### config.mk
export PLATFORM = sky130hd
export DESIGN_NAME = keypad_scanner_4x4
export DESIGN_NICKNAME = d
export VERILOG_FILES = /design/src/rtl/keypad_scanner_4x4.sv
export SDC_FILE = /design/constraint.sdc
export NUM_CORES = 1
export LEC_CHECK = 0
export BUFFER_PORTS_ARGS = -buffer_cell sky130_fd_sc_hd__buf_2
export CORE_MARGIN = 2
export CORE_UTILIZATION = 45
export CTS_CLUSTER_DIAMETER = 60
export CTS_CLUSTER_SIZE = 10
export DETAILED_ROUTE_END_ITERATION = 10
export GPL_TIMING_DRIVEN = 0
export PLACE_DENSITY = 0.63
export SLEW_MARGIN = 10
export SYNTH_ARGS = -nofsm -noshare
export SYNTH_HDL_FRONTEND = slang
export SYNTH_SLANG_ARGS = --single-unit
export TNS_END_PERCENT = 10
### constraint.sdc
create_clock -name clk -period 4.59 [get_ports clk]
set_input_delay 0.459 -clock clk [delete_from_list [all_inputs] [get_ports clk]]
set_output_delay 0.459 -clock clk [all_outputs]
set_load 0.02 [all_outputs]
### src/rtl/keypad_scanner_4x4.sv
`default_nettype none
// ============================================================================
// Module   : keypad_scanner_4x4
// Brief    : Column-scans a 4x4 active-low keypad on a divided tick, debounces
//            the selected row and reports one key code per debounced press.
//            Define KEYPAD_REPEAT_EN to add auto-repeat while a key is held.
// Revision : 1.0  initial release
// ============================================================================
module keypad_scanner_4x4 #(
  parameter logic [15:0] CLK_DIV        = 16'd49999,
  parameter logic [7:0]  DEBOUNCE_TICKS = 8'd20,
  parameter logic [15:0] REPEAT_DELAY   = 16'd500,
  parameter logic [15:0] REPEAT_RATE    = 16'd100
) (
  input  logic       clk,
  input  logic       rst_n,
  input  logic [3:0] row_in,
  output logic [3:0] col_out,
  output logic [3:0] key_code,
  output logic       key_valid,
  output logic       key_down
);

  localparam logic [2:0] c_st_idle     = 3'd0;
  localparam logic [2:0] c_st_scan     = 3'd1;
  localparam logic [2:0] c_st_debounce = 3'd2;
  localparam logic [2:0] c_st_pressed  = 3'd3;
  localparam logic [2:0] c_st_release  = 3'd4;

  localparam logic [7:0] c_cnt_last = DEBOUNCE_TICKS - 8'd1;

  if (DEBOUNCE_TICKS == 8'd0 || REPEAT_DELAY == 16'd0 || REPEAT_RATE == 16'd0) begin : g_bad_cfg
    $error("keypad_scanner_4x4: DEBOUNCE_TICKS, REPEAT_DELAY and REPEAT_RATE must be nonzero");
  end

  logic [15:0] r_div;
  logic        w_tick;
  logic [3:0]  r_rows_m;
  logic [3:0]  r_rows_s;
  logic [2:0]  r_state;
  logic [1:0]  r_col_idx;
  logic [1:0]  r_row_idx;
  logic [7:0]  r_cnt;
  logic [7:0]  w_cnt_inc;
  logic        w_cnt_done;
  logic        w_any_low;
  logic        w_row_low;
  logic [1:0]  w_low_row;

  assign w_tick     = (r_div == CLK_DIV);
  assign w_any_low  = (r_rows_s != 4'hF);
  assign w_row_low  = ~r_rows_s[r_row_idx];
  assign w_cnt_inc  = r_cnt + 8'd1;
  // ">=" keeps DEBOUNCE_TICKS == 1 well defined (c_cnt_last is 0 there).
  assign w_cnt_done = (w_cnt_inc >= c_cnt_last);

  always_comb begin
    w_low_row = 2'd0;
    casez (r_rows_s)
      4'b???0: w_low_row = 2'd0;
      4'b??01: w_low_row = 2'd1;
      4'b?011: w_low_row = 2'd2;
      4'b0111: w_low_row = 2'd3;
      default: w_low_row = 2'd0;
    endcase
  end

  always_comb begin
    col_out = (r_state == c_st_idle) ? 4'b0000 : ~(4'b0001 << r_col_idx);
  end

  always_ff @(posedge clk or negedge rst_n) begin
    if (!rst_n) begin
      r_div <= 16'd0;
    end else if (w_tick) begin
      r_div <= 16'd0;
    end else begin
      r_div <= r_div + 16'd1;
    end
  end

  always_ff @(posedge clk or negedge rst_n) begin
    if (!rst_n) begin
      r_rows_m <= 4'hF;
      r_rows_s <= 4'hF;
    end else begin
      r_rows_m <= row_in;
      r_rows_s <= r_rows_m;
    end
  end

`ifdef KEYPAD_REPEAT_EN
  logic [15:0] r_rep_cnt;
  logic        r_rep_first;
  logic [15:0] w_rep_inc;
  logic        w_rep_hit;

  assign w_rep_inc = r_rep_cnt + 16'd1;
  assign w_rep_hit = (w_rep_inc == (r_rep_first ? REPEAT_DELAY : REPEAT_RATE));
`endif

  always_ff @(posedge clk or negedge rst_n) begin
    if (!rst_n) begin
      r_state     <= c_st_idle;
      r_col_idx   <= 2'd0;
      r_row_idx   <= 2'd0;
      r_cnt       <= 8'd0;
      key_code    <= 4'h0;
      key_valid   <= 1'b0;
      key_down    <= 1'b0;
`ifdef KEYPAD_REPEAT_EN
      r_rep_cnt   <= 16'd0;
      r_rep_first <= 1'b1;
`endif
    end else begin
      key_valid <= 1'b0;
      if (w_tick) begin
        case (r_state)
          c_st_idle: begin
            if (w_any_low) begin
              r_state   <= c_st_scan;
              r_col_idx <= 2'd0;
            end
          end
          c_st_scan: begin
            if (w_any_low) begin
              r_row_idx <= w_low_row;
              r_cnt     <= 8'd0;
              r_state   <= c_st_debounce;
            end else if (r_col_idx == 2'd3) begin
              r_state <= c_st_idle;
            end else begin
              r_col_idx <= r_col_idx + 2'd1;
            end
          end
          c_st_debounce: begin
            if (!w_row_low) begin
              r_cnt   <= 8'd0;
              r_state <= c_st_idle;
            end else if (w_cnt_done) begin
              r_cnt       <= 8'd0;
              r_state     <= c_st_pressed;
              key_code    <= {r_row_idx, r_col_idx};
              key_valid   <= 1'b1;
              key_down    <= 1'b1;
`ifdef KEYPAD_REPEAT_EN
              r_rep_cnt   <= 16'd0;
              r_rep_first <= 1'b1;
`endif
            end else begin
              r_cnt <= w_cnt_inc;
            end
          end
          c_st_pressed: begin
            if (!w_row_low) begin
              r_cnt   <= 8'd0;
              r_state <= c_st_release;
            end
`ifdef KEYPAD_REPEAT_EN
            else if (w_rep_hit) begin
              key_valid   <= 1'b1;
              r_rep_cnt   <= 16'd0;
              r_rep_first <= 1'b0;
            end else begin
              r_rep_cnt <= w_rep_inc;
            end
`endif
          end
          c_st_release: begin
            if (w_row_low) begin
              // Bounce on release: resume the hold without a new report.
              r_cnt       <= 8'd0;
              r_state     <= c_st_pressed;
`ifdef KEYPAD_REPEAT_EN
              r_rep_cnt   <= 16'd0;
              r_rep_first <= 1'b1;
`endif
            end else if (w_cnt_done) begin
              r_cnt    <= 8'd0;
              r_state  <= c_st_idle;
              key_down <= 1'b0;
            end else begin
              r_cnt <= w_cnt_inc;
            end
          end
          default: begin
            r_state <= c_st_idle;
            r_cnt   <= 8'd0;
          end
        endcase
      end
    end
  end

endmodule
`default_nettype wire

==> impl_metrics.csv <==
group,metric,value,unit
power,ir_worst_vdd,0.164,mV
worst_setup_path,cp_max_fo,7,
clock_network,ctsResizeCount,0,
floorplan,die_area,0.00583,sq mm
floorplan,coreArea,0.00507,sq mm
timing,hold_ws,0.253,ns
worst_setup_path,crit_required,4.78,ns
synthesis,syn-cell-area,0.00236,sq mm
synthesis,ys_seq_elements,45,
clock_network,cts_tree,"built",
place,dp.final_hpwl,2850,microns
final_layout,n_fill_cell,483,
drt,firstDrtPassIters,4,
worst_setup_path,cp-start-kind,"flip-flop",
grt,grt_pass1_vias,1496,
final_layout,antenna_cells,0,
worst_setup_path,arrival,2.42,ns
worst_setup_path,reg2regPathDepth,6,
drt,routed_wirelength,4140,microns
drt,wl_per_cell,13.1,microns
worst_setup_path,r2r-start,"r_cnt[0]$_DFFE_PN0P_",
floorplan,io_pins,16,
synthesis,syn-instance-count,223,
place,gp_congestion,0.765,
clock_network,cts_made_buffers,5,
worst_setup_path,r2r_slack,2.36,ns
worst_setup_path,crit_type,"flip-flop to flip-flop",
grt,grt_overflow_total,0,
drt,vias,1665,
worst_setup_path,rr_endpoint,"key_code[1]$_DFFE_PN0P_",
place,place.port_buffers,15,
synthesis,yosys-top-cells-area,"dfrtp_1 39%, dfstp_2 8.9%, ha_1 3.7%",
synthesis,synth_edf_count,0,
final_layout,syn_to_final_growth,11.0,%
worst_setup_path,slowest_delay,0.44,ns
floorplan,initial_core_util,0.464,
grt,grt_max_degree,46,
grt,grt_first_pass_wirelength,7110,microns
final_layout,fin_area,0.00262,sq mm
drt,drtIter0Drc,86,
clock_network,clockBufferDepth,2,
drt,drcViolationCount,0,
final_layout,drive_above_1_share,0.224,
timing,setup_violations,0,
clock_network,cts-htree-levels,2,
floorplan,die_h,76.4,microns
clock_network,cts-root-buf,"clkbuf_8",
synthesis,async_flop_share,1.00,
timing,fmaxAchievable,0.448,GHz
clock_network,worst_skew_pair.late_latency,0.30,ns
timing,fin_crit,2.23,ns
place,postPlaceCellArea,0.00252,sq mm
clock_network,postCtsSetupRepairBufs,0,
final_layout,seqCellArea,0.00114,sq mm
worst_setup_path,endpoint_kind,"flip-flop",
synthesis,yosysTopAreaCell,"dfrtp_1",
worst_hold_path,hp-start,"row_in[1]",
power,leakage,1.19,nW
power,power_density,259,mW/mm^2
drt,ant_nets,0,
drt,vias_per_cell,5.27,
synthesis,syn_nets,236,
clock_network,clk_pin_slew,0.09,ns
timing,rsz0062_at_grt,"no",
timing,maxSlewHeadroom,0.331,
synthesis,synth-main-ff-cell,"dfrtp_1",
timing,timing.final.crit_share,0.486,
synthesis,ys_top_cells_by_count,"37 x dfrtp_1, 23 x nor2_1, 20 x nand2_1",
status,status,"finished clean",
final_layout,multi_input_area,0.00114,sq mm
synthesis,yosysSeqAreaShare,0.482,
synthesis,synth.most_common_cell,"dfrtp_1",
worst_hold_path,hold_path.class,"input port to flip-flop",
synthesis,ys_types,55,
synthesis,synth_warnings,0,
floorplan,die-width,76.4,microns
timing,tightest_slew,1.00,ns
timing,fin_setup_tns,0,ns
timing,hold_violations,0,
flow_run,drv_cap,0,
grt,grt_util_all_layers,0.153,
final_layout,utilization,0.515,
timing,maxSlewViolCount,0,
clock_network,cts_num_sinks,45,
synthesis,yosysTopAreaCellShare,0.393,
synthesis,postSynthAreaPerCell,10.6,sq um
floorplan,rows,26,
clock_network,cts_hold_buffers,0,
worst_setup_path,cp_slowest_cell,"dfrtp_1",
worst_hold_path,min_to,"r_rows_m[1]$_DFF_PN1_",
final_layout,nNetsFinal,258,
timing,fin_skew,0.00904,ns
worst_setup_path,crit_chain,"ha_1, a311o_1, o21ai_0, a31oi_2, o2111ai_4, mux2_1",
worst_hold_path,hold_path_depth,1,
grt,antenna_found_initial,0,
==> per-stage QoR <==
step / total power [W] / std cells / setup WS (ns)
after floorplan: 0.000416 / 223 / 2.56
after global placement: 0.000427 / 308 / 2.39
after detailed placement: 0.000428 / 308 / 2.38
after CTS: 0.000690 / 316 / 2.36
after global routing: 0.000713 / 316 / 2.17
final: 0.000677 / 316 / 2.36
==> layout by cell type, fill, tap and decap left out, types with 2 or more instances in the layout <==
cell type / n
xor2_1: 9
ha_1: 7
inv_1: 11
mux2i_1: 3
o21ai_0: 8
dfrtp_1: 37
nand3_1: 12
and3_1: 3
clkbuf_8: 6
or3_1: 4
mux2_2: 2
o21a_1: 2
nand2_1: 20
and2_1: 5
mux2_1: 5
clkbuf_1: 3
xnor2_1: 3
dfstp_2: 8
nand4_1: 10
and4bb_2: 2
nor2b_1: 3
buf_2: 18
nor3_1: 5
a21oi_1: 4
nor2_1: 23
==> registers in the layout, indices dropped and copies added (netlist names) <==
name	cells
r_div	16
r_cnt	8
key_code	4
r_rows_m	4
r_rows_s	4
r_state	3
r_col_idx	2
r_row_idx	2
key_down	1
key_valid	1
==> power by group <==
| part | leakage (nW) | internal, W | total (W) | switching [W] |
|---|---|---|---|---|
| sequential | 0.587 | 0.000403 | 0.000405 | 0.00000209 |
| combinational | 0.553 | 0.00000339 | 0.0000144 | 0.0000110 |
| clock | 0.0512 | 0.000122 | 0.000258 | 0.000136 |
| total | 1.19 | 0.000528 | 0.000677 | 0.000149 |
==> per-layer routing <==
layer / vias to the layer above / routed length (microns) / track usage
li1: 831 / - / -
met1: 792 / 2070 / 0.214
met2: 36 / 1820 / 0.222
met3: 6 / 174 / 0.0403
met4: 0 / 79 / 0.0709
met5: - / 0 / 0
==> worst max path at each step <==
stage                                 startpoint  slack, ns                      end  cells after the start
after floorplan             r_cnt[0]$_DFFE_PN0P_       2.56  key_code[0]$_DFFE_PN0P_                      6
after global placement      r_cnt[1]$_DFFE_PN0P_       2.39  key_code[2]$_DFFE_PN0P_                      6
after detailed placement    r_cnt[0]$_DFFE_PN0P_       2.38  key_code[1]$_DFFE_PN0P_                      6
after CTS                   r_cnt[0]$_DFFE_PN0P_       2.36  key_code[1]$_DFFE_PN0P_                      6
after global routing      r_state[0]$_DFFE_PN0P_       2.17               col_out[2]                      4
final                       r_cnt[0]$_DFFE_PN0P_       2.36  key_code[1]$_DFFE_PN0P_                      6
==> cell families (layout without fill, tap and decap cells) <==
| kind of cell | Yosys count | after routing | share of synthesized area |
|---|---|---|---|
| simple gates | 97 | 97 | 0.230 |
| fa+ha+maj | 7 | 7 | 0.0372 |
| flops | 45 | 45 | 0.482 |
| mux | 11 | 11 | 0.0558 |
| compound gates | 33 | 33 | 0.117 |
| xor+xnor | 12 | 12 | 0.0446 |
| buf+inv | 18 | 41 | 0.0335 |
==> layout make-up <==
cell class	instances	share of cell area
plain buffers	7	0.0144
well taps	70	0.0335
clock buffers	6	0.0316
clock inverters	2	0.00526
flip-flops and latches	45	0.434
inverters	11	0.0158
repair buffers	15	0.0287
multi-input cells	160	0.436
==> worst max-delay path: cells and delay by family (launching register included) <==
| family | cells | cell delay (ns) |
|---|---|---|
| flip-flops | 1 | 0.44 |
| AO/OA/AOI/OAI | 4 | 1.03 |
| adder cells (fa/ha/maj) | 1 | 0.30 |
| multiplexers | 1 | 0.35 |
Power figures use the tool's default switching activity.
